<file path="src/rtl/ped_crossing_ctrl_pkg.sv">
// Shared types and constants for the pedestrian-crossing responder.
// State encodings and lamp polarity match the traffic light controller.
package ped_crossing_ctrl_pkg;

    typedef enum logic [2:0] {
        ST_IDLE    = 3'd0,
        ST_REQUEST = 3'd1,
        ST_WALK    = 3'd2,
        ST_FLASH   = 3'd3,
        ST_CLEAR   = 3'd4
    } ped_state_e;

    localparam logic LAMP_ON  = 1'b1;
    localparam logic LAMP_OFF = 1'b0;

    function automatic int unsigned max_u(input int unsigned a, input int unsigned b);
        return (a > b) ? a : b;
    endfunction

endpackage

</file>
<file path="src/rtl/ped_crossing_ctrl_debounce.sv">
// Walk-button synchronizer and debounce counter.
// Emits a single-cycle press pulse per distinct debounced press.
module button_debounce #(
    parameter int unsigned DEBOUNCE_CYCLES = 4
) (
    input  logic clk,
    input  logic reset,
    input  logic button,
    output logic press
);

    localparam int unsigned DB_W = $clog2(DEBOUNCE_CYCLES + 1);
    localparam logic [DB_W-1:0] DB_MAX = DB_W'(DEBOUNCE_CYCLES);
    localparam logic [DB_W-1:0] DB_HIT = DB_W'(DEBOUNCE_CYCLES - 1);
    localparam logic [DB_W-1:0] DB_ONE = DB_W'(1);

    logic            sync_q1;
    logic            sync_q2;
    logic [DB_W-1:0] db_cnt;
    logic [1:0]      primed;
    logic            lockout;

    // A button already held at reset is locked out until the synchronized
    // path shows a genuine low sample, so it cannot masquerade as a new press.
    always_ff @(posedge clk) begin
        if (reset) begin
            sync_q1 <= 1'b0;
            sync_q2 <= 1'b0;
            db_cnt  <= '0;
            press   <= 1'b0;
            primed  <= '0;
            lockout <= button;
        end else begin
            sync_q1 <= button;
            sync_q2 <= sync_q1;
            primed  <= {primed[0], 1'b1};
            press   <= 1'b0;
            if (primed[1] && !sync_q2) begin
                lockout <= 1'b0;
            end
            if (!sync_q2) begin
                db_cnt <= '0;
            end else if (db_cnt != DB_MAX) begin
                db_cnt <= db_cnt + DB_ONE;
                press  <= (db_cnt == DB_HIT) && !lockout;
            end
        end
    end

endmodule

</file>
<file path="src/rtl/ped_crossing_ctrl.sv">
// Pedestrian-crossing responder: request, walk/flash sequencing and
// completion handshake towards the traffic light controller.
module ped_crossing_ctrl #(
    parameter int unsigned DEBOUNCE_CYCLES = 4,
    parameter int unsigned WALK_CYCLES     = 8,
    parameter int unsigned FLASH_CYCLES    = 6,
    parameter int unsigned CNT_W           = 4
) (
    input  logic             clk,
    input  logic             reset,
    input  logic             button,
    input  logic             grant,
    output logic             req,
    output logic             done,
    output logic             walk,
    output logic             dont_walk,
    output logic [CNT_W-1:0] count
);

    import ped_crossing_ctrl_pkg::*;

    if (((1 << CNT_W) - 1) < max_u(WALK_CYCLES, FLASH_CYCLES)) begin : g_cnt_w_check
        $error("CNT_W too narrow to hold WALK_CYCLES/FLASH_CYCLES");
    end

    localparam logic [CNT_W-1:0] WALK_LOAD  = CNT_W'(WALK_CYCLES);
    localparam logic [CNT_W-1:0] FLASH_LOAD = CNT_W'(FLASH_CYCLES);
    localparam logic [CNT_W-1:0] CNT_ONE    = CNT_W'(1);

    ped_state_e state;
    logic       pending;
    logic       press;

    button_debounce #(
        .DEBOUNCE_CYCLES(DEBOUNCE_CYCLES)
    ) u_debounce (
        .clk   (clk),
        .reset (reset),
        .button(button),
        .press (press)
    );

    always_ff @(posedge clk) begin
        if (reset) begin
            state     <= ST_IDLE;
            req       <= 1'b0;
            done      <= 1'b0;
            walk      <= LAMP_OFF;
            dont_walk <= LAMP_ON;
            count     <= '0;
            pending   <= 1'b0;
        end else begin
            done <= 1'b0;
            case (state)
                ST_IDLE: begin
                    if (press || pending) begin
                        state   <= ST_REQUEST;
                        req     <= 1'b1;
                        pending <= 1'b0;
                    end
                end
                ST_REQUEST: begin
                    if (grant) begin
                        state     <= ST_WALK;
                        req       <= 1'b0;
                        walk      <= LAMP_ON;
                        dont_walk <= LAMP_OFF;
                        count     <= WALK_LOAD;
                    end
                end
                ST_WALK: begin
                    if (press) pending <= 1'b1;
                    if (!grant) begin
                        state     <= ST_CLEAR;
                        walk      <= LAMP_OFF;
                        dont_walk <= LAMP_ON;
                        count     <= '0;
                        done      <= 1'b1;
                    end else if (count == CNT_ONE) begin
                        state     <= ST_FLASH;
                        walk      <= LAMP_OFF;
                        dont_walk <= LAMP_ON;
                        count     <= FLASH_LOAD;
                    end else begin
                        count <= count - CNT_ONE;
                    end
                end
                ST_FLASH: begin
                    if (press) pending <= 1'b1;
                    // Abort and normal completion land in the same CLEAR entry.
                    if (!grant || count == CNT_ONE) begin
                        state     <= ST_CLEAR;
                        walk      <= LAMP_OFF;
                        dont_walk <= LAMP_ON;
                        count     <= '0;
                        done      <= 1'b1;
                    end else begin
                        count     <= count - CNT_ONE;
                        dont_walk <= ~dont_walk;
                    end
                end
                ST_CLEAR: begin
                    if (press) pending <= 1'b1;
                    dont_walk <= LAMP_ON;
                    if (!grant) state <= ST_IDLE;
                end
                default: begin
                    state     <= ST_IDLE;
                    req       <= 1'b0;
                    walk      <= LAMP_OFF;
                    dont_walk <= LAMP_ON;
                    count     <= '0;
                end
            endcase
        end
    end

endmodule

</file>
<file path="config.mk">
export PLATFORM = sky130hd
export DESIGN_NAME = ped_crossing_ctrl
export DESIGN_NICKNAME = d
export VERILOG_FILES = /design/src/rtl/ped_crossing_ctrl_pkg.sv /design/src/rtl/ped_crossing_ctrl_debounce.sv /design/src/rtl/ped_crossing_ctrl.sv
export SDC_FILE = /design/constraint.sdc
export NUM_CORES = 1
export LEC_CHECK = 0
export ABC_AREA = 1
export BUFFER_PORTS_ARGS = -buffer_cell sky130_fd_sc_hd__buf_2
export CAP_MARGIN = 20
export CORE_MARGIN = 2
export CORE_UTILIZATION = 55
export CTS_CLUSTER_SIZE = 28
export DETAILED_ROUTE_END_ITERATION = 16
export GPL_TIMING_DRIVEN = 0
export PLACE_DENSITY = 0.77
export SYNTH_ARGS = -nofsm -noshare
export SYNTH_HDL_FRONTEND = slang
export SYNTH_HIERARCHICAL = 1
export SYNTH_SLANG_ARGS = --single-unit
</file>
<file path="constraint.sdc">
create_clock -name clk -period 1.7 [get_ports clk]
set_clock_uncertainty 0.1 [all_clocks]
set_input_delay 0.085 -clock clk [delete_from_list [all_inputs] [get_ports clk]]
set_output_delay 0.085 -clock clk [all_outputs]
set_load 0.01 [all_outputs]
</file>
==> flow_metrics.env <==
export IMPL_slowest_stage="dfxtp_1"
export IMPL_io_buffers=11
export IMPL_clock_latency_ns=0.31
export IMPL_period_share=0.9201
export IMPL_nets=178
export IMPL_hold_violations=0
export IMPL_worst_pin_slew_ns=0.3559
export IMPL_syn_area_um2=1064
export IMPL_period_minus_slack_ns=1.564
export IMPL_slowest_delay_ns=0.39
export IMPL_yosys_area_top_type="dfxtp_1"
export IMPL_diodes=0
export IMPL_synthXorXnorAreaFrac=0.008235
export IMPL_synth_cells=150
export IMPL_rows=15
export IMPL_cts_tree="built"
export IMPL_drc=0
export IMPL_drtPass1Iterations=4
export IMPL_die_height_um=47.98
export IMPL_first_global_vias=830
export IMPL_drive_gt1_frac=0.2083
export IMPL_cpMostUsedCell="nor2_2"
export IMPL_worst_path_buf_inv=1
export IMPL_ctsHoldBuffers=3
export IMPL_p_int_uw=727.0
export IMPL_setup_tns_ns=0
export IMPL_holdWs_ns=0.03286
export IMPL_die_w_um=47.98
export IMPL_first_iter_violations=13
export IMPL_cts_htree_levels=1
export IMPL_cts_setup_buffers=0
export IMPL_ant_nets=0
export IMPL_critical_path_class="flop to flop"
export IMPL_clk_root_buffer_cell="clkbuf_4"
export IMPL_initial_core_util=0.6028
export IMPL_p_comb_frac=0.255
export IMPL_hold_class="input port to flop"
export IMPL_p_sw_uw=357.5
export IMPL_vias=922
export IMPL_synth_compound_area_frac=0.1024
export IMPL_grt_max_degree=14
export IMPL_most_common_layout_cells="34 x nand2_1, 23 x inv_1, 20 x dfxtp_1"
export IMPL_routedWlPerCell_um=9.855
export IMPL_path_clk_slew_ns=0.12
export IMPL_viasPerCell=4.777
export IMPL_end_kind="flop"
export IMPL_power_total_mw=1.085
export IMPL_finalMaxSlewViolations=0
export IMPL_start_kind="flop"
export IMPL_crit_family="simple AND/OR/NAND/NOR gates"
export IMPL_ys_seq_elements=21
export IMPL_wl_mm=1.902
export IMPL_design_core_area_um2=1764
export IMPL_dp_hpwl_mm=1.486
export IMPL_switching_share=0.3296
export IMPL_track_usage=0.2118
export IMPL_yosysTopAreaCellShare=0.3765
export IMPL_io_pins=12
export IMPL_power_leakage_nw=0.5880
export IMPL_muxShareOfSynthArea=0
export IMPL_worstPathArrival_ns=1.69
export IMPL_synth_avg_cell_area_um2=7.090
export IMPL_setup_viol=0
export IMPL_synth_top_family_by_area="simple AND/OR/NAND/NOR gates"
export IMPL_yosysWarnings=6
export IMPL_dieArea_um2=2302
export IMPL_cp_required_ns=1.82
export IMPL_syn_nets=159
export IMPL_gp_congestion=0.8406
export IMPL_grt_setup_unrepaired="false"
export IMPL_ys_types=22
export IMPL_layout_commonest_cell="nand2_1"
export IMPL_stdcell_count=193
export IMPL_grt_pass1_wl_mm=3.332
export IMPL_layout_setup_ws_ns=0.1358
export IMPL_seqPwrFrac=0.514
export IMPL_place_ws_ns=0.1686
export IMPL_drv_cap=0
export IMPL_areaGrowthSynthToFinish_pct=13.76
export IMPL_cts_resized=0
export IMPL_synthSimpleGateAreaFrac=0.3271
export IMPL_synthTopCellsByArea="dfxtp_1 38%, nand2_1 12%, inv_1 8.1%, nor2_1 6.4%, ha_1 5.9%"
export IMPL_yosys_area_share_adder=0.05882
export IMPL_cts_sinks=21
export IMPL_p_per_area_nw_per_um2=896.4
export IMPL_vdd_drop_max_mv=0.5961
export IMPL_grt_ovfl_total=0
export IMPL_critical_path_cell_chain="inv_1 -> ha_1 -> a21oi_1 -> nand2_2 -> nand2_1 -> nor2_2 -> nor2_1 -> nor2_2"
export IMPL_antenna_found_initial=0
export IMPL_crit_path_max_fanout=4
export IMPL_slew_headroom=0.7627
export IMPL_status="finished clean"
export IMPL_cts_buffer_depth=2
export IMPL_fmax_mhz=639.3
export IMPL_cts_buffers=3
export IMPL_ys_seq_area_frac=0.4047
export IMPL_power_frac_clock=0.230
export IMPL_placed_cells=186
synth_stat cells:
master    instances
dfxtp_1          20
a31oi_1           2
nor2_1           18
o21a_1            1
o21ai_2           1
nor2_4            1
o21ai_0           4
o211ai_1          1
nand2_1          34
nor2_2            6
nand4_1           1
ha_1              5
inv_2             3
buf_4             1
edfxtp_1          1
nand2_2           6
inv_1            23
a21oi_2           2
a21oi_1           6
xor2_1            1
o21ai_1           1
nand3_1          12
final timing paths:
| path | from | to | slack, ns | depth (start not counted) |
|---|---|---|---|---|
| worst max-delay path | count[1] | state[0] | 0.14 | 8 |
| worst min-delay path | grant | state[2] | 0.03 | 3 |
| worst max register to register | count[1] | state[0] | 0.14 | 8 |
| worst min register to register | u_debounce/sync_q1 | u_debounce/sync_q2 | 0.31 | 2 |
metal layers:
layer	wire length [um]	track usage	up-vias
met3	57	0.03396	4
li1	-	-	504
met4	50	0.1135	0
met5	0	0	-
met1	930	0.2671	402
met2	863	0.3440	12
sequential cells by signal, summed over array words and instances, names as in the netlist, 2 cells and up:
signal	cells
count	4
state	3
u_debounce/db_cnt	3
u_debounce/primed	2
cell families after synthesis:
| group | Yosys count |
|---|---|
| DFF | 21 |
| adders and majority gates | 5 |
| xor gates and xnor gates | 1 |
| and+or+nand+nor | 78 |
| AOI/OAI and AO/OA | 18 |
| buffers and inverters | 27 |
tightest hold or removal path: stages:
cell and delay, ns:
buf_2 0.12, nand3_1 0.13, a21oi_1 0.08
cell type report:
cell class | count | area, um2
repair buffers | 14 | 85.08
flip-flops and latches | 21 | 430.4
fillers | 176 | 554.3
well taps | 25 | 31.28
clock buffers | 3 | 22.52
plain buffers | 1 | 7.507
clock inverters | 1 | 7.507
inverters | 26 | 97.59
multi-input cells | 102 | 528.0
power by group through the flow:
stage               registers [mW]  logic, mW  clock network [mW]
floorplan                    0.576      0.197                   0
global placement             0.566      0.265                   0
detailed placement           0.569      0.271                   0
CTS                          0.558      0.279               0.262
global route                 0.563      0.319               0.279
finish                       0.558      0.277               0.250
per-stage QoR:
stage / instance area, um2 / utilization
final: 1210 / 0.6858
after global routing: 1210 / 0.6858
after CTS: 1210 / 0.6858
after detailed placement: 1150 / 0.6518
after global placement: 1150 / 0.6518
after floorplan: 1064 / -
Power figures use the tool's default switching activity.
